[config.mk]
export PLATFORM = sky130hd
export DESIGN_NAME = load_store_unit
export DESIGN_NICKNAME = d
export VERILOG_FILES = /design/src/rtl/lsu_pkg.sv /design/src/rtl/lsu_lane_align.sv /design/src/rtl/load_store_unit.sv
export SDC_FILE = /design/constraint.sdc
export NUM_CORES = 1
export LEC_CHECK = 0
export CAP_MARGIN = 25
export CORE_MARGIN = 2
export CORE_UTILIZATION = 30
export DETAILED_ROUTE_END_ITERATION = 10
export GPL_TIMING_DRIVEN = 1
export SYNTH_ARGS = -nofsm -noshare
export SYNTH_HDL_FRONTEND = slang
export SYNTH_SLANG_ARGS = --single-unit
[constraint.sdc]
create_clock -name clk -period 5.06 [get_ports clk]
set_input_delay 0.759 -clock clk [delete_from_list [all_inputs] [get_ports clk]]
set_output_delay 0.759 -clock clk [all_outputs]
set_load 0.005 [all_outputs]
[src/rtl/lsu_pkg.sv]
// Shared definitions for the load/store unit: access-size codes, FSM states
// and small address helpers used at request acceptance.
package lsu_pkg;

  localparam logic [1:0] SZ_BYTE = 2'b00;
  localparam logic [1:0] SZ_HALF = 2'b01;
  localparam logic [1:0] SZ_WORD = 2'b10;

  typedef enum logic [1:0] {
    ST_IDLE  = 2'd0,
    ST_READ  = 2'd1,
    ST_WRITE = 2'd2,
    ST_RESP  = 2'd3
  } lsu_state_e;

  // Size code 2'b11 behaves exactly like a word access.
  function automatic logic is_misaligned(input logic [1:0] size, input logic [1:0] lo);
    case (size)
      SZ_BYTE: return 1'b0;
      SZ_HALF: return lo[0];
      default: return |lo;
    endcase
  endfunction

  function automatic logic [1:0] align_lo(input logic [1:0] size, input logic [1:0] lo);
    case (size)
      SZ_BYTE: return lo;
      SZ_HALF: return {lo[1], 1'b0};
      default: return 2'b00;
    endcase
  endfunction

endpackage

[src/rtl/lsu_lane_align.sv]
// Combinational lane steering: extracts and extends load data, and merges
// right-aligned sub-word store data into the word read from memory.
module lsu_lane_align
  import lsu_pkg::*;
(
  input  logic [1:0]  i_size,
  input  logic        i_unsigned,
  input  logic [1:0]  i_addr_lo,
  input  logic [31:0] i_rdata,
  input  logic [31:0] i_wdata,
  output logic [31:0] o_load_data,
  output logic [31:0] o_merge_data
);

  logic [7:0]  w_byte;
  logic [15:0] w_half;

  always_comb begin
    case (i_addr_lo)
      2'd1:    w_byte = i_rdata[15:8];
      2'd2:    w_byte = i_rdata[23:16];
      2'd3:    w_byte = i_rdata[31:24];
      default: w_byte = i_rdata[7:0];
    endcase
    w_half = i_addr_lo[1] ? i_rdata[31:16] : i_rdata[15:0];

    o_load_data  = i_rdata;
    o_merge_data = i_wdata;
    case (i_size)
      SZ_BYTE: begin
        o_load_data  = {{24{w_byte[7] & ~i_unsigned}}, w_byte};
        o_merge_data = i_rdata;
        case (i_addr_lo)
          2'd1:    o_merge_data[15:8]  = i_wdata[7:0];
          2'd2:    o_merge_data[23:16] = i_wdata[7:0];
          2'd3:    o_merge_data[31:24] = i_wdata[7:0];
          default: o_merge_data[7:0]   = i_wdata[7:0];
        endcase
      end
      SZ_HALF: begin
        o_load_data  = {{16{w_half[15] & ~i_unsigned}}, w_half};
        o_merge_data = i_rdata;
        if (i_addr_lo[1]) o_merge_data[31:16] = i_wdata[15:0];
        else              o_merge_data[15:0]  = i_wdata[15:0];
      end
      default: ;
    endcase
  end

endmodule

[src/rtl/load_store_unit.sv]
// Load/store unit between core and single-port word memory; sub-word stores
// use read-modify-write. Define LSU_MISALIGN_TRAP_EN to trap misaligned accesses.
module load_store_unit
  import lsu_pkg::*;
#(
  parameter int ADDR_W = 32
) (
  input  logic              clk,
  input  logic              reset,
  input  logic              req_valid,
  output logic              req_ready,
  input  logic              req_write,
  input  logic [1:0]        req_size,
  input  logic              req_unsigned,
  input  logic [ADDR_W-1:0] req_addr,
  input  logic [31:0]       req_wdata,
  output logic              rsp_valid,
  input  logic              rsp_ready,
  output logic [31:0]       rsp_rdata,
  output logic              rsp_error,
  output logic [ADDR_W-1:0] mem_address,
  output logic [31:0]       mem_wdata,
  input  logic [31:0]       mem_rdata,
  output logic              mem_we,
  output lsu_state_e        dbg_state
);

  // Handshake: a request transfers on a clock edge where req_valid && req_ready;
  // a response transfers on an edge where rsp_valid && rsp_ready, and rsp_*
  // stay stable while rsp_valid is high and rsp_ready is low.

  lsu_state_e        r_state;
  logic              r_req_ready;
  logic              r_rsp_valid;
  logic [31:0]       r_rsp_rdata;
  logic              r_mem_we;
  logic [ADDR_W-1:0] r_mem_address;
  logic [31:0]       r_mem_wdata;
  logic              r_write;
  logic [1:0]        r_size;
  logic              r_unsigned;
  logic [1:0]        r_lo;
  logic [31:0]       r_wdata;
  logic              w_misaligned;
  logic [31:0]       w_load_data;
  logic [31:0]       w_merge_data;

`ifdef LSU_MISALIGN_TRAP_EN
  logic r_rsp_error;
  assign w_misaligned = is_misaligned(req_size, req_addr[1:0]);
  assign rsp_error    = r_rsp_error;
`else
  assign w_misaligned = 1'b0;
  assign rsp_error    = 1'b0;
`endif

  lsu_lane_align u_lane_align (
    .i_size       (r_size),
    .i_unsigned   (r_unsigned),
    .i_addr_lo    (r_lo),
    .i_rdata      (mem_rdata),
    .i_wdata      (r_wdata),
    .o_load_data  (w_load_data),
    .o_merge_data (w_merge_data)
  );

  always_ff @(posedge clk or posedge reset) begin
    if (reset) begin
      r_state       <= ST_IDLE;
      r_req_ready   <= 1'b1;
      r_rsp_valid   <= 1'b0;
      r_rsp_rdata   <= '0;
      r_mem_we      <= 1'b0;
      r_mem_address <= '0;
      r_mem_wdata   <= '0;
      r_write       <= 1'b0;
      r_size        <= SZ_BYTE;
      r_unsigned    <= 1'b0;
      r_lo          <= 2'b00;
      r_wdata       <= '0;
`ifdef LSU_MISALIGN_TRAP_EN
      r_rsp_error   <= 1'b0;
`endif
    end else begin
      case (r_state)
        ST_IDLE: begin
          if (req_valid && r_req_ready) begin
            r_req_ready   <= 1'b0;
            r_write       <= req_write;
            r_size        <= req_size;
            r_unsigned    <= req_unsigned;
            r_lo          <= align_lo(req_size, req_addr[1:0]);
            r_wdata       <= req_wdata;
            r_mem_address <= {req_addr[ADDR_W-1:2], 2'b00};
            if (w_misaligned) begin
              r_rsp_valid <= 1'b1;
              r_rsp_rdata <= '0;
`ifdef LSU_MISALIGN_TRAP_EN
              r_rsp_error <= 1'b1;
`endif
              r_state     <= ST_RESP;
            end else if (req_write && req_size[1]) begin
              // Full-word stores need no read of the old word.
              r_mem_we    <= 1'b1;
              r_mem_wdata <= req_wdata;
              r_state     <= ST_WRITE;
            end else begin
              r_state <= ST_READ;
            end
          end
        end
        ST_READ: begin
          if (r_write) begin
            r_mem_wdata <= w_merge_data;
            r_mem_we    <= 1'b1;
            r_state     <= ST_WRITE;
          end else begin
            r_rsp_valid <= 1'b1;
            r_rsp_rdata <= w_load_data;
`ifdef LSU_MISALIGN_TRAP_EN
            r_rsp_error <= 1'b0;
`endif
            r_state     <= ST_RESP;
          end
        end
        ST_WRITE: begin
          r_mem_we    <= 1'b0;
          r_rsp_valid <= 1'b1;
          r_rsp_rdata <= '0;
`ifdef LSU_MISALIGN_TRAP_EN
          r_rsp_error <= 1'b0;
`endif
          r_state     <= ST_RESP;
        end
        ST_RESP: begin
          if (rsp_ready) begin
            r_rsp_valid <= 1'b0;
            r_req_ready <= 1'b1;
            r_state     <= ST_IDLE;
          end
        end
        default: r_state <= ST_IDLE;
      endcase
    end
  end

  assign req_ready   = r_req_ready;
  assign rsp_valid   = r_rsp_valid;
  assign rsp_rdata   = r_rsp_rdata;
  assign mem_we      = r_mem_we;
  assign mem_address = r_mem_address;
  assign mem_wdata   = r_mem_wdata;
  assign dbg_state   = r_state;

endmodule

==> impl_metrics.toml <==
[status]
status = "complete, no violations"

[layout]
final-instance-count-excl-fill = 1099
nFillCells = 2188
fin_nets = 908
multi_input_area_sq_um = 3060
final_layout_size_suffix_gt1_share_pct = 17.6
ff_latch_area_sq_um = 3430
area_growth_pct = 43.2

[placement]
port_buffers = 202
post-place-ws_ns = 1.85
gp_congestion = 0.850
place_hpwl_um = 15900
placed_cells = 1066

[cts]
cts_resized = 0
clock_path_buffers = 2
clkTransAtPathRegs_ns = 0.06
cts_tree = "yes"
hold_buffers = 0
cts-root-buf = "clkbuf_16"
post-cts-setup-buffer-count = 0
cts_buffers = 17
h-tree-depth = 4
cts_sinks = 137
clkLatencyLatePin_ns = 0.42

[route]
route.final.wire_length_um = 22200
wire_per_inst_um = 20.2
drt_iter0_drc = 527
drc = 0
vias_per_cell = 5.25
first_pass_iters = 5
vias = 5767
ant_nets = 0

[worst_setup_path]
cp.required_ns = 5.41
end_kind = "flop"
regToRegStartpoint = "dbg_state[1]$_DFFE_PP0P_"
worstPathArrival_ns = 3.60
critPathKind = "reg -> reg"
regToRegSetupSlack_ns = 1.81
cp-start-kind = "flop"
reg2reg_depth = 6
cp_cell_sequence = "inv_1 -> ha_1 -> inv_2 -> nor3_4 -> nor4b_4 -> a221o_2"
timing.rr.end = "rsp_rdata[22]$_DFFE_PP0P_"
slowest_delay_ns = 0.77
slowest_stage = "ha_1"
crit_path_max_fanout = 40

[worst_hold_path]
hold_class = "reg -> reg"
hold_start = "rsp_rdata[4]$_DFFE_PP0P_"
hold_path_depth = 2
hold-path-endpoint = "rsp_rdata[4]$_DFFE_PP0P_"

[floorplanning]
start_util_pct = 30.2
die_area_sq_um = 23800
fp.dieW_um = 154
rows = 55
die_y_um = 154
core_area_sq_um = 22400
boundaryPins = 206

[timing]
fin_crit_ns = 3.25
setup_viol = 0
slew_headroom_pct = 37.5
hold_viol = 0
rsz0062_at_grt = "false"
skew_ns = 0.0130
final_max_slew_viol_count = 0
fin_crit_sh_pct = 64.1
fmax_mhz = 308
tns_ns = 0
worst_pin_slew_ns = 0.938
setup_ws_ns = 1.81

[logic_synthesis]
muxShareOfSynthArea_pct = 14.7
synth_fa_ha_area_share_pct = 0.738
synth-edff-count = 0
ys_ff_latch = 137
synth_seq_area_share_pct = 50.6
synth_compound_area_share_pct = 18.6
syn-instance-count = 619
synth_ff_type = "dfrtp_1"
synth_top_family_by_area = "compound AO/OA/AOI/OAI gates"
synth_xor_area_share_pct = 0
synth_area_sq_um = 6780
synth_warnings = 0
async_reset_ff_share_pct = 100
synth.avg_cell_area_sq_um = 11.0
synth_simple_gate_area_share_pct = 10.6
synth.distinct_cells = 56

[global_route]
grt_pass1_wl_um = 34300
grt_overflow_total = 0
track_usage_pct = 18.8
grt_max_degree = 64
antenna_found_initial = 1
grt_pass1_vias = 5796

[power]
finalPower_mw = 6.52
p_per_area_nw_per_um2 = 671
p_leak_nw = 3.91
peakVddDrop_uv = 281

[flow_run]
max_cap_viol_count = 0
## placed cells by master (no fill, tap or decap), types with 17 or more instances in the layout
cell type / Yosys / routed
a32o_1: 20 / 20
dfrtp_1: 136 / 136
nor2_1: 21 / 21
a21oi_1: 39 / 38
mux2_2: 67 / 67
mux2i_1: 18 / 18
o21ai_0: 55 / 55
nand2_1: 59 / 59
clkbuf_16: 0 / 17
nand3_1: 20 / 19
clkdlybuf4s50_1: 0 / 202
## power by group
| group | leakage, nW | switching, mW | total [mW] | internal (mW) |
|---|---|---|---|---|
| combinational | 1.93 | 1.42 | 3.04 | 1.62 |
| clock | 0.313 | 0.510 | 1.40 | 0.892 |
| sequential | 1.67 | 0.426 | 2.08 | 1.65 |
| total | 3.91 | 2.36 | 6.52 | 4.16 |
## how the worst max path moves through the flow
stage | start | to | slack (ns) | cells after the start
global route | dbg_state[1]$_DFFE_PP0P_ | rsp_rdata[22]$_DFFE_PP0P_ | 1.51 | 6
finish | dbg_state[1]$_DFFE_PP0P_ | rsp_rdata[22]$_DFFE_PP0P_ | 1.81 | 6
CTS | dbg_state[1]$_DFFE_PP0P_ | rsp_rdata[22]$_DFFE_PP0P_ | 1.84 | 6
floorplan | reset | dbg_state[0]$_DFFE_PP0P_ | 0.63 | 1
detailed placement | dbg_state[1]$_DFFE_PP0P_ | rsp_rdata[22]$_DFFE_PP0P_ | 1.85 | 6
global placement | dbg_state[1]$_DFFE_PP0P_ | rsp_rdata[23]$_DFFE_PP0P_ | 1.89 | 6
## state kept, by name (all words and copies together) (netlist names)
register and count:
dbg_state 2, mem_address 30, mem_wdata 32, mem_we 1, r_lo 2, r_size 2, r_unsigned 1, r_wdata 32
r_write 1, req_ready 1, rsp_rdata 32, rsp_valid 1
## routing by layer
metal | share of wire [%] | global-route usage, % | up-vias
li1 | - | - | 2652
met1 | 45 | 25.4 | 2871
met2 | 47 | 29.6 | 219
met3 | 7.1 | 5.35 | 25
met4 | 1.6 | 5.29 | 0
met5 | 0 | 0 | -
## cells by family after synthesis
| family | count (synthesis) |
|---|---|
| flip-flops | 137 |
| AND/OR/NAND/NOR | 140 |
| other | 1 |
| buffers and inverters | 68 |
| adder cells (fa/ha/maj) | 4 |
| multiplexers | 88 |
| AO/OA/AOI/OAI | 181 |
## synth_stat cells, types with 2 or more instances
cell	count	share of area (%)
a211o_1	2	0.26
a21o_1	2	0.22
a21oi_1	39	2.9
a221o_1	6	0.89
a221o_2	10	1.7
a31o_2	5	0.65
a31oi_1	2	0.18
a32o_1	20	3.0
a32oi_1	7	0.90
and3_1	2	0.18
buf_2	25	1.8
buf_4	5	0.55
buf_6	2	0.33
clkbuf_1	20	1.1
dfrtp_1	136	50
ha_1	4	0.74
inv_1	12	0.66
inv_2	3	0.17
mux2_2	67	11
mux2i_1	18	2.7
nand2_1	59	3.3
nand2b_1	11	1.0
nand3_1	20	1.5
nor2_1	21	1.2
nor2b_1	2	0.18
nor4b_4	2	0.70
o2111ai_1	8	1.0
o211ai_1	13	1.4
o21ai_0	55	4.1
o221ai_1	2	0.26
or3_1	7	0.65
or4_1	8	0.89
## metrics by stage
step           instance area [sq um]  hold WS, ns  utilization (%)
2_1_floorplan                   6790        0.473                -
3_3_place_gp                    8990        0.466             40.1
3_5_place_dp                    9050        0.469             40.3
4_1_cts                         9710        0.483             43.3
5_1_grt                         9710        0.499             43.3
6_report                        9710        0.475             43.3
## cell type report
cell class / instances / area share (%)
diodes: 1 / 0.0258
clock inverters: 14 / 2.28
well taps: 285 / 3.67
flip-flops and latches: 137 / 35.3
clock buffers: 18 / 4.52
multi-input cells: 416 / 31.5
repair buffers: 213 / 22.1
inverters: 15 / 0.631
## critical path, delay by kind of cell, from the launching register on
| family | cells | cell delay (ns) |
|---|---|---|
| flip-flops | 1 | 0.42 |
| AND/OR/NAND/NOR | 2 | 1.07 |
| adder cells (fa/ha/maj) | 1 | 0.77 |
| AO/OA/AOI/OAI | 1 | 0.23 |
| buffers and inverters | 2 | 0.66 |
No activity file was read; power rests on OpenSTA's default activity.
